[src/rtl/aux_arb_pkg.sv]
// Shared definitions for the AUX request arbiter: reply codes and FSM states.
package aux_arb_pkg;

    localparam logic [1:0] ACK_C   = 2'b00;
    localparam logic [1:0] NACK_C  = 2'b01;
    localparam logic [1:0] DEFER_C = 2'b10;

    typedef enum logic [2:0] {
        IDLE  = 3'd0,
        ISSUE = 3'd1,
        WAIT  = 3'd2,
        DONE  = 3'd3,
        FAIL  = 3'd4
    } arb_state_e;

endpackage

[src/rtl/aux_rr_pick.sv]
// Combinational requester picker: lowest index in fixed mode, or the first
// requester at/after rr_ptr (wrapping) in round-robin mode.
module aux_rr_pick #(
    parameter int N_REQ   = 4,
    parameter int IDX_W   = 2,
    parameter bit RR_MODE = 1'b1
) (
    input  logic [N_REQ-1:0] req_vld,
    input  logic [IDX_W-1:0] rr_ptr,
    output logic [N_REQ-1:0] win_oh,
    output logic [IDX_W-1:0] win_idx,
    output logic             win_any
);

    always_comb begin
        int cand;
        win_oh  = '0;
        win_idx = '0;
        win_any = 1'b0;
        cand    = 0;
        for (int k = 0; k < N_REQ; k++) begin
            cand = RR_MODE ? (int'(rr_ptr) + k) : k;
            if (cand >= N_REQ) begin
                cand = cand - N_REQ;
            end
            if (!win_any && req_vld[cand]) begin
                win_any      = 1'b1;
                win_oh[cand] = 1'b1;
                win_idx      = IDX_W'(cand);
            end
        end
    end

endmodule

[src/rtl/aux_req_arbiter.sv]
// N-requester AUX transaction arbiter: grants one requester, latches its
// command, issues it downstream and retries on DEFER/timeout up to a limit.
module aux_req_arbiter
    import aux_arb_pkg::*;
#(
    parameter int N_REQ     = 4,
    parameter int ADDR_W    = 20,
    parameter int LEN_W     = 8,
    parameter int DATA_W    = 8,
    parameter int MAX_RETRY = 3,
    parameter bit RR_MODE   = 1'b1
) (
    input  logic                       clk,
    input  logic                       rst_n,
    input  logic [N_REQ-1:0]           req_vld,
    input  logic [N_REQ-1:0]           req_i2c_native,
    input  logic [N_REQ*2-1:0]         req_cmd,
    input  logic [N_REQ*ADDR_W-1:0]    req_address,
    input  logic [N_REQ*LEN_W-1:0]     req_len,
    input  logic [N_REQ*DATA_W-1:0]    req_data,
    input  logic [1:0]                 reply_ack,
    input  logic                       reply_ack_vld,
    input  logic                       timer_timeout,
    output logic [N_REQ-1:0]           req_grant,
    output logic [N_REQ-1:0]           req_done,
    output logic [N_REQ-1:0]           req_failed,
    output logic                       ctrl_tr_vld,
    output logic [1:0]                 ctrl_msg_cmd,
    output logic [ADDR_W-1:0]          ctrl_msg_address,
    output logic [LEN_W-1:0]           ctrl_msg_len,
    output logic [DATA_W-1:0]          ctrl_msg_data,
    output logic                       ctrl_i2c_native,
    output logic                       arb_busy,
    output logic [$clog2(N_REQ)-1:0]   arb_owner
);

    localparam int IDX_W   = $clog2(N_REQ);
    localparam int RETRY_W = (MAX_RETRY > 0) ? $clog2(MAX_RETRY + 1) : 1;

    arb_state_e           state_reg;
    logic [IDX_W-1:0]     rr_ptr_reg;
    logic [IDX_W-1:0]     owner_reg;
    logic [RETRY_W-1:0]   retry_cnt_reg;
    logic [N_REQ-1:0]     done_reg;
    logic [N_REQ-1:0]     failed_reg;
    logic                 tr_vld_reg;
    logic [1:0]           cmd_reg;
    logic [ADDR_W-1:0]    addr_reg;
    logic [LEN_W-1:0]     len_reg;
    logic [DATA_W-1:0]    data_reg;
    logic                 i2c_reg;

    logic [N_REQ-1:0]     pick_oh;
    logic [IDX_W-1:0]     pick_idx;
    logic                 pick_any;
    logic [N_REQ-1:0]     owner_oh;

    logic [1:0]           cmd_arr  [N_REQ];
    logic [ADDR_W-1:0]    addr_arr [N_REQ];
    logic [LEN_W-1:0]     len_arr  [N_REQ];
    logic [DATA_W-1:0]    data_arr [N_REQ];

    genvar gi;
    generate
        for (gi = 0; gi < N_REQ; gi++) begin : g_fields
            assign cmd_arr[gi]  = req_cmd[2*gi +: 2];
            assign addr_arr[gi] = req_address[ADDR_W*gi +: ADDR_W];
            assign len_arr[gi]  = req_len[LEN_W*gi +: LEN_W];
            assign data_arr[gi] = req_data[DATA_W*gi +: DATA_W];
            assign owner_oh[gi] = (owner_reg == IDX_W'(gi));
        end
    endgenerate

    aux_rr_pick #(
        .N_REQ   (N_REQ),
        .IDX_W   (IDX_W),
        .RR_MODE (RR_MODE)
    ) u_pick (
        .req_vld (req_vld),
        .rr_ptr  (rr_ptr_reg),
        .win_oh  (pick_oh),
        .win_idx (pick_idx),
        .win_any (pick_any)
    );

    // Grant is presented in the same IDLE cycle the request is seen, so the
    // requester can drop req_vld while the latched copy takes over.
    assign req_grant = (state_reg == IDLE && rst_n) ? pick_oh : '0;

    always_ff @(posedge clk) begin
        if (!rst_n) begin
            state_reg     <= IDLE;
            rr_ptr_reg    <= '0;
            owner_reg     <= '0;
            retry_cnt_reg <= '0;
            done_reg      <= '0;
            failed_reg    <= '0;
            tr_vld_reg    <= 1'b0;
            cmd_reg       <= '0;
            addr_reg      <= '0;
            len_reg       <= '0;
            data_reg      <= '0;
            i2c_reg       <= 1'b0;
        end else begin
            done_reg   <= '0;
            failed_reg <= '0;
            tr_vld_reg <= 1'b0;
            case (state_reg)
                IDLE: begin
                    if (pick_any) begin
                        cmd_reg       <= cmd_arr[pick_idx];
                        addr_reg      <= addr_arr[pick_idx];
                        len_reg       <= len_arr[pick_idx];
                        data_reg      <= data_arr[pick_idx];
                        i2c_reg       <= req_i2c_native[pick_idx];
                        owner_reg     <= pick_idx;
                        retry_cnt_reg <= '0;
                        tr_vld_reg    <= 1'b1;
                        state_reg     <= ISSUE;
                    end
                end
                ISSUE: begin
                    state_reg <= WAIT;
                end
                WAIT: begin
                    // A reply in the same cycle as a timeout takes precedence.
                    if (reply_ack_vld && reply_ack == ACK_C) begin
                        done_reg  <= owner_oh;
                        state_reg <= DONE;
                    end else if ((reply_ack_vld && reply_ack == DEFER_C) ||
                                 (!reply_ack_vld && timer_timeout)) begin
                        if (int'(retry_cnt_reg) < MAX_RETRY) begin
                            retry_cnt_reg <= retry_cnt_reg + RETRY_W'(1);
                            tr_vld_reg    <= 1'b1;
                            state_reg     <= ISSUE;
                        end else begin
                            failed_reg <= owner_oh;
                            state_reg  <= FAIL;
                        end
                    end else if (reply_ack_vld) begin
                        // NACK_C and the reserved code both end the transaction.
                        failed_reg <= owner_oh;
                        state_reg  <= FAIL;
                    end
                end
                DONE, FAIL: begin
                    rr_ptr_reg <= (owner_reg == IDX_W'(N_REQ - 1)) ? '0
                                                                  : owner_reg + IDX_W'(1);
                    state_reg  <= IDLE;
                end
                default: begin
                    state_reg <= IDLE;
                end
            endcase
        end
    end

    assign req_done         = done_reg;
    assign req_failed       = failed_reg;
    assign ctrl_tr_vld      = tr_vld_reg;
    assign ctrl_msg_cmd     = cmd_reg;
    assign ctrl_msg_address = addr_reg;
    assign ctrl_msg_len     = len_reg;
    assign ctrl_msg_data    = data_reg;
    assign ctrl_i2c_native  = i2c_reg;
    assign arb_busy         = (state_reg != IDLE);
    assign arb_owner        = owner_reg;

endmodule

[config.mk]
export PLATFORM = sky130hd
export DESIGN_NAME = aux_req_arbiter
export DESIGN_NICKNAME = d
export VERILOG_FILES = /design/src/rtl/aux_arb_pkg.sv /design/src/rtl/aux_rr_pick.sv /design/src/rtl/aux_req_arbiter.sv
export SDC_FILE = /design/constraint.sdc
export NUM_CORES = 1
export LEC_CHECK = 0
export ABC_AREA = 1
export CORE_MARGIN = 2
export CORE_UTILIZATION = 40
export DETAILED_ROUTE_END_ITERATION = 10
export PLACE_DENSITY_LB_ADDON = 0.1
export SETUP_SLACK_MARGIN = 0.02
export SYNTH_ARGS = -nofsm -noshare
export SYNTH_HDL_FRONTEND = slang
export SYNTH_SLANG_ARGS = --single-unit
[constraint.sdc]
create_clock -name clk -period 2.5 [get_ports clk]
set_input_delay 0.5 -clock clk [delete_from_list [all_inputs] [get_ports clk]]
set_output_delay 0.5 -clock clk [all_outputs]
set_load 0.005 [all_outputs]
==> impl_results.md <==
* Post-route worst setup slack at -113 ps
* Setup TNS at -113 ps
* Worst setup SP type: flop
* Clock Sinks at 57
* Die area at approximately 0.011 sq mm
* Clk buf depth at 2
* Worst Skew at roughly 13 ps
* DRC viols at 0
* Vias at between 5k and 6k
* Worst path cell trace: clkinv_4 > ha_4 > inv_4 > nand3_4 > nand2_4 > nand3_4 > buf_12 > o22ai_4 > a21oi_2 > o21ai_1 > nand2_1 > inv_1 > buf_2
* Cell row count at 36
* Fill count at between 700 and 800
* Hold_buf cts at 0
* Mapped Nets at 861
* Chip Width at 105 um
* Failing checks: setup timing
* Synth-to-layout area growth at 74.1%
* RSZ-0062 raised after global routing: yes
* Fraction of layout cells with a size suffix above 1 at between 10% and 20%
* Async SR Flop Fraction at 0%
* Leak Pwr at 0.00337 uW
* Ant diodes at 0
* Hold Slack at a little over 500 ps
* Post-DP HPWL at between 10000 and 15000 um
* Via density at 5.04
* Core region area at 0.00986 sq mm
* Post-synth EDFFs at 0
* Worst Max-Slew Pin Slew at about 520 ps
* Most used cell, CP: nand3_4
* Die height at around 110 um
* Type of the most critical hold path: flop to flop
* Fin. max-slew vios at 0
* First-pass GRT wire length at 23000 um
* Mean Syn Cell Area at 5.99 sq um
* Rel. slew slack at between 60% and 70%
* VDD IR-drop max at 0.000371 V
* Clk root buf: clkbuf_8
* FF+latch area at approximately 0.0011 sq mm
* Vias in the first global route at 4911
* GR Util All Layers at between 20% and 30%
* Fin nets at 1095
* Number of buffers created by CTS at 9
* Worst setup path category: flop to primary output
* Fmax at approximately 0.38 GHz
* Sequential area share after synthesis at 27.8%
* Max FFs per register at 20
* DRT Pass-1 Iters at 5
* # H-tree levels at 3
* Clock Pin Slew Worst Setup and Hold Paths at about 70 ps
* Slowest library cell on the worst path: dfxtp_4
* Nature of the critical path endpoint: primary output
* Max-cap violations at 0
* Largest net degree at the start of global routing at 48
* YS warnings at 0
* Status: complete, but fails checks
* Initial antenna violation count at 0
* DRT iter0 DRCs at 424
* Largest delay share family, worst path: buffers and inverters
* CTS tree: built
* Io pins at between 200 and 250
* Period minus WS final at around 2600 ps
* Period utilization at 105%
* IO buf count at between 200 and 250
* DR WL/cell at 14.6 um
* Worst skew pair latency at about 360 ps
* Pwr dens at approximately 860 mW/mm^2
* Final setup violation count at 1
* Routability cong. at 0.930
* CP required at ~2000 ps
* Leading register cell type out of synthesis: dfxtp_1
* Highest net fanout along the worst path at 4
* Starting Density at about two fifths
* Post-Route WL at 15400 um
* Final hold vios at 0
* #FFs+latches synth at 57
* Bufs and invs on worst path at 5
* Mapped Cells at 685
* Area occupied by multi-input gates at between 0.002 and 0.003 sq mm
* CP arrival at 2110 ps
* Synth Cell Area at 0.00410 sq mm
* Grt total ovfl at 0
* DRT antenna net count at 0
* CP peak stage delay at roughly 380 ps
* Yosys cell types at 32
where the power goes:
group / switching (uW) / internal [uW]
logic: 1990 / 1880
registers: 182 / 1210
clock network: 412 / 488
total: 2580 / 3580
through the flow:
stage	util (%)	cells	setup slack, ps	total power [uW]	area, sq um
2_1_floorplan	-	685	338	3330	4100
3_3_place_gp	66.7	1024	-339	4840	6580
3_5_place_dp	66.7	1024	-444	4900	6580
4_1_cts	70.5	1050	-0.0964	5950	6960
5_1_grt	72.4	1057	-172	6640	7140
6_report	72.4	1057	-113	6160	7140
final timing paths:
kind	start	to	slack, ps	cells past startpoint
setup reg to reg	rr_ptr_reg[0]	ctrl_msg_len[4]	150	17
hold / removal	retry_cnt_reg[1]	retry_cnt_reg[1]	520	2
hold reg to reg	retry_cnt_reg[1]	retry_cnt_reg[1]	520	2
setup / recovery	rr_ptr_reg[0]	req_grant[0]	-110	13
routing by layer:
| metal | part of all wire (%) | GRT usage, % | vias up |
|---|---|---|---|
| li1 | - | - | 2632 |
| met1 | 38 | 28.7 | 2358 |
| met3 | 9.3 | 6.99 | 46 |
| met5 | 0 | 0 | - |
| met2 | 49 | 45.6 | 293 |
| met4 | 3.2 | 11.3 | 0 |
tightest hold or removal path: cells and delay by family, from the launching register on:
family | cells | cell delay (ps)
AOI/OAI and AO/OA | 1 | 70
DFF | 1 | 340
and+or+nand+nor | 1 | 80
logic make-up after synthesis:
kind of cell             count (synthesis)  share of synthesized area (%)
flip-flops                              57                           27.8
AND/OR/NAND/NOR                        411                           45.7
adder cells (fa/ha/maj)                 10                           3.05
AO/OA/AOI/OAI                           69                           9.03
buffers and inverters                  138                           14.4
final cells by class:
type / instances / area share (%)
repair buffers: 263 / 37.9
multi-input cells: 490 / 35.4
flip-flops and latches: 57 / 16.1
inverters: 98 / 5.40
well taps: 133 / 2.33
clock buffers: 10 / 1.93
clock inverters: 6 / 0.946
cell usage in the layout, fill, tap and decap left out, types with 10 or more instances in the layout:
| cell | instances |
|---|---|
| buf_12 | 11 |
| clkdlybuf4s50_1 | 212 |
| inv_1 | 90 |
| nor2_1 | 95 |
| a21oi_1 | 44 |
| dfxtp_1 | 55 |
| clkbuf_8 | 10 |
| nand2_1 | 161 |
| nand3b_1 | 39 |
| buf_4 | 25 |
| nand3_1 | 85 |
repair_timing:
item / in CTS / in global routing
pin swaps: 10 / 12
setup buffers: 10 / 4
hold endpoints to repair: 0 / 0
resized for setup: 45 / 24
endpoints found under the setup margin: 4 / 11
gates cloned: 0 / 3
synth_stat cells (4+ instances only):
| master | number | area (sq um) |
|---|---|---|
| nand2_1 | 165 | 619 |
| nor2_1 | 97 | 364 |
| inv_1 | 93 | 349 |
| nand3_1 | 87 | 435 |
| dfxtp_1 | 57 | 1140 |
| a21oi_1 | 47 | 235 |
| nand3b_1 | 39 | 293 |
| buf_2 | 24 | 120 |
| o21ai_0 | 11 | 55.1 |
| clkbuf_1 | 10 | 37.5 |
| ha_1 | 10 | 125 |
| nor3_1 | 6 | 30.0 |
| nand2_2 | 5 | 31.3 |
| nand4_1 | 4 | 25.0 |
(Power assumes the default switching activity.)
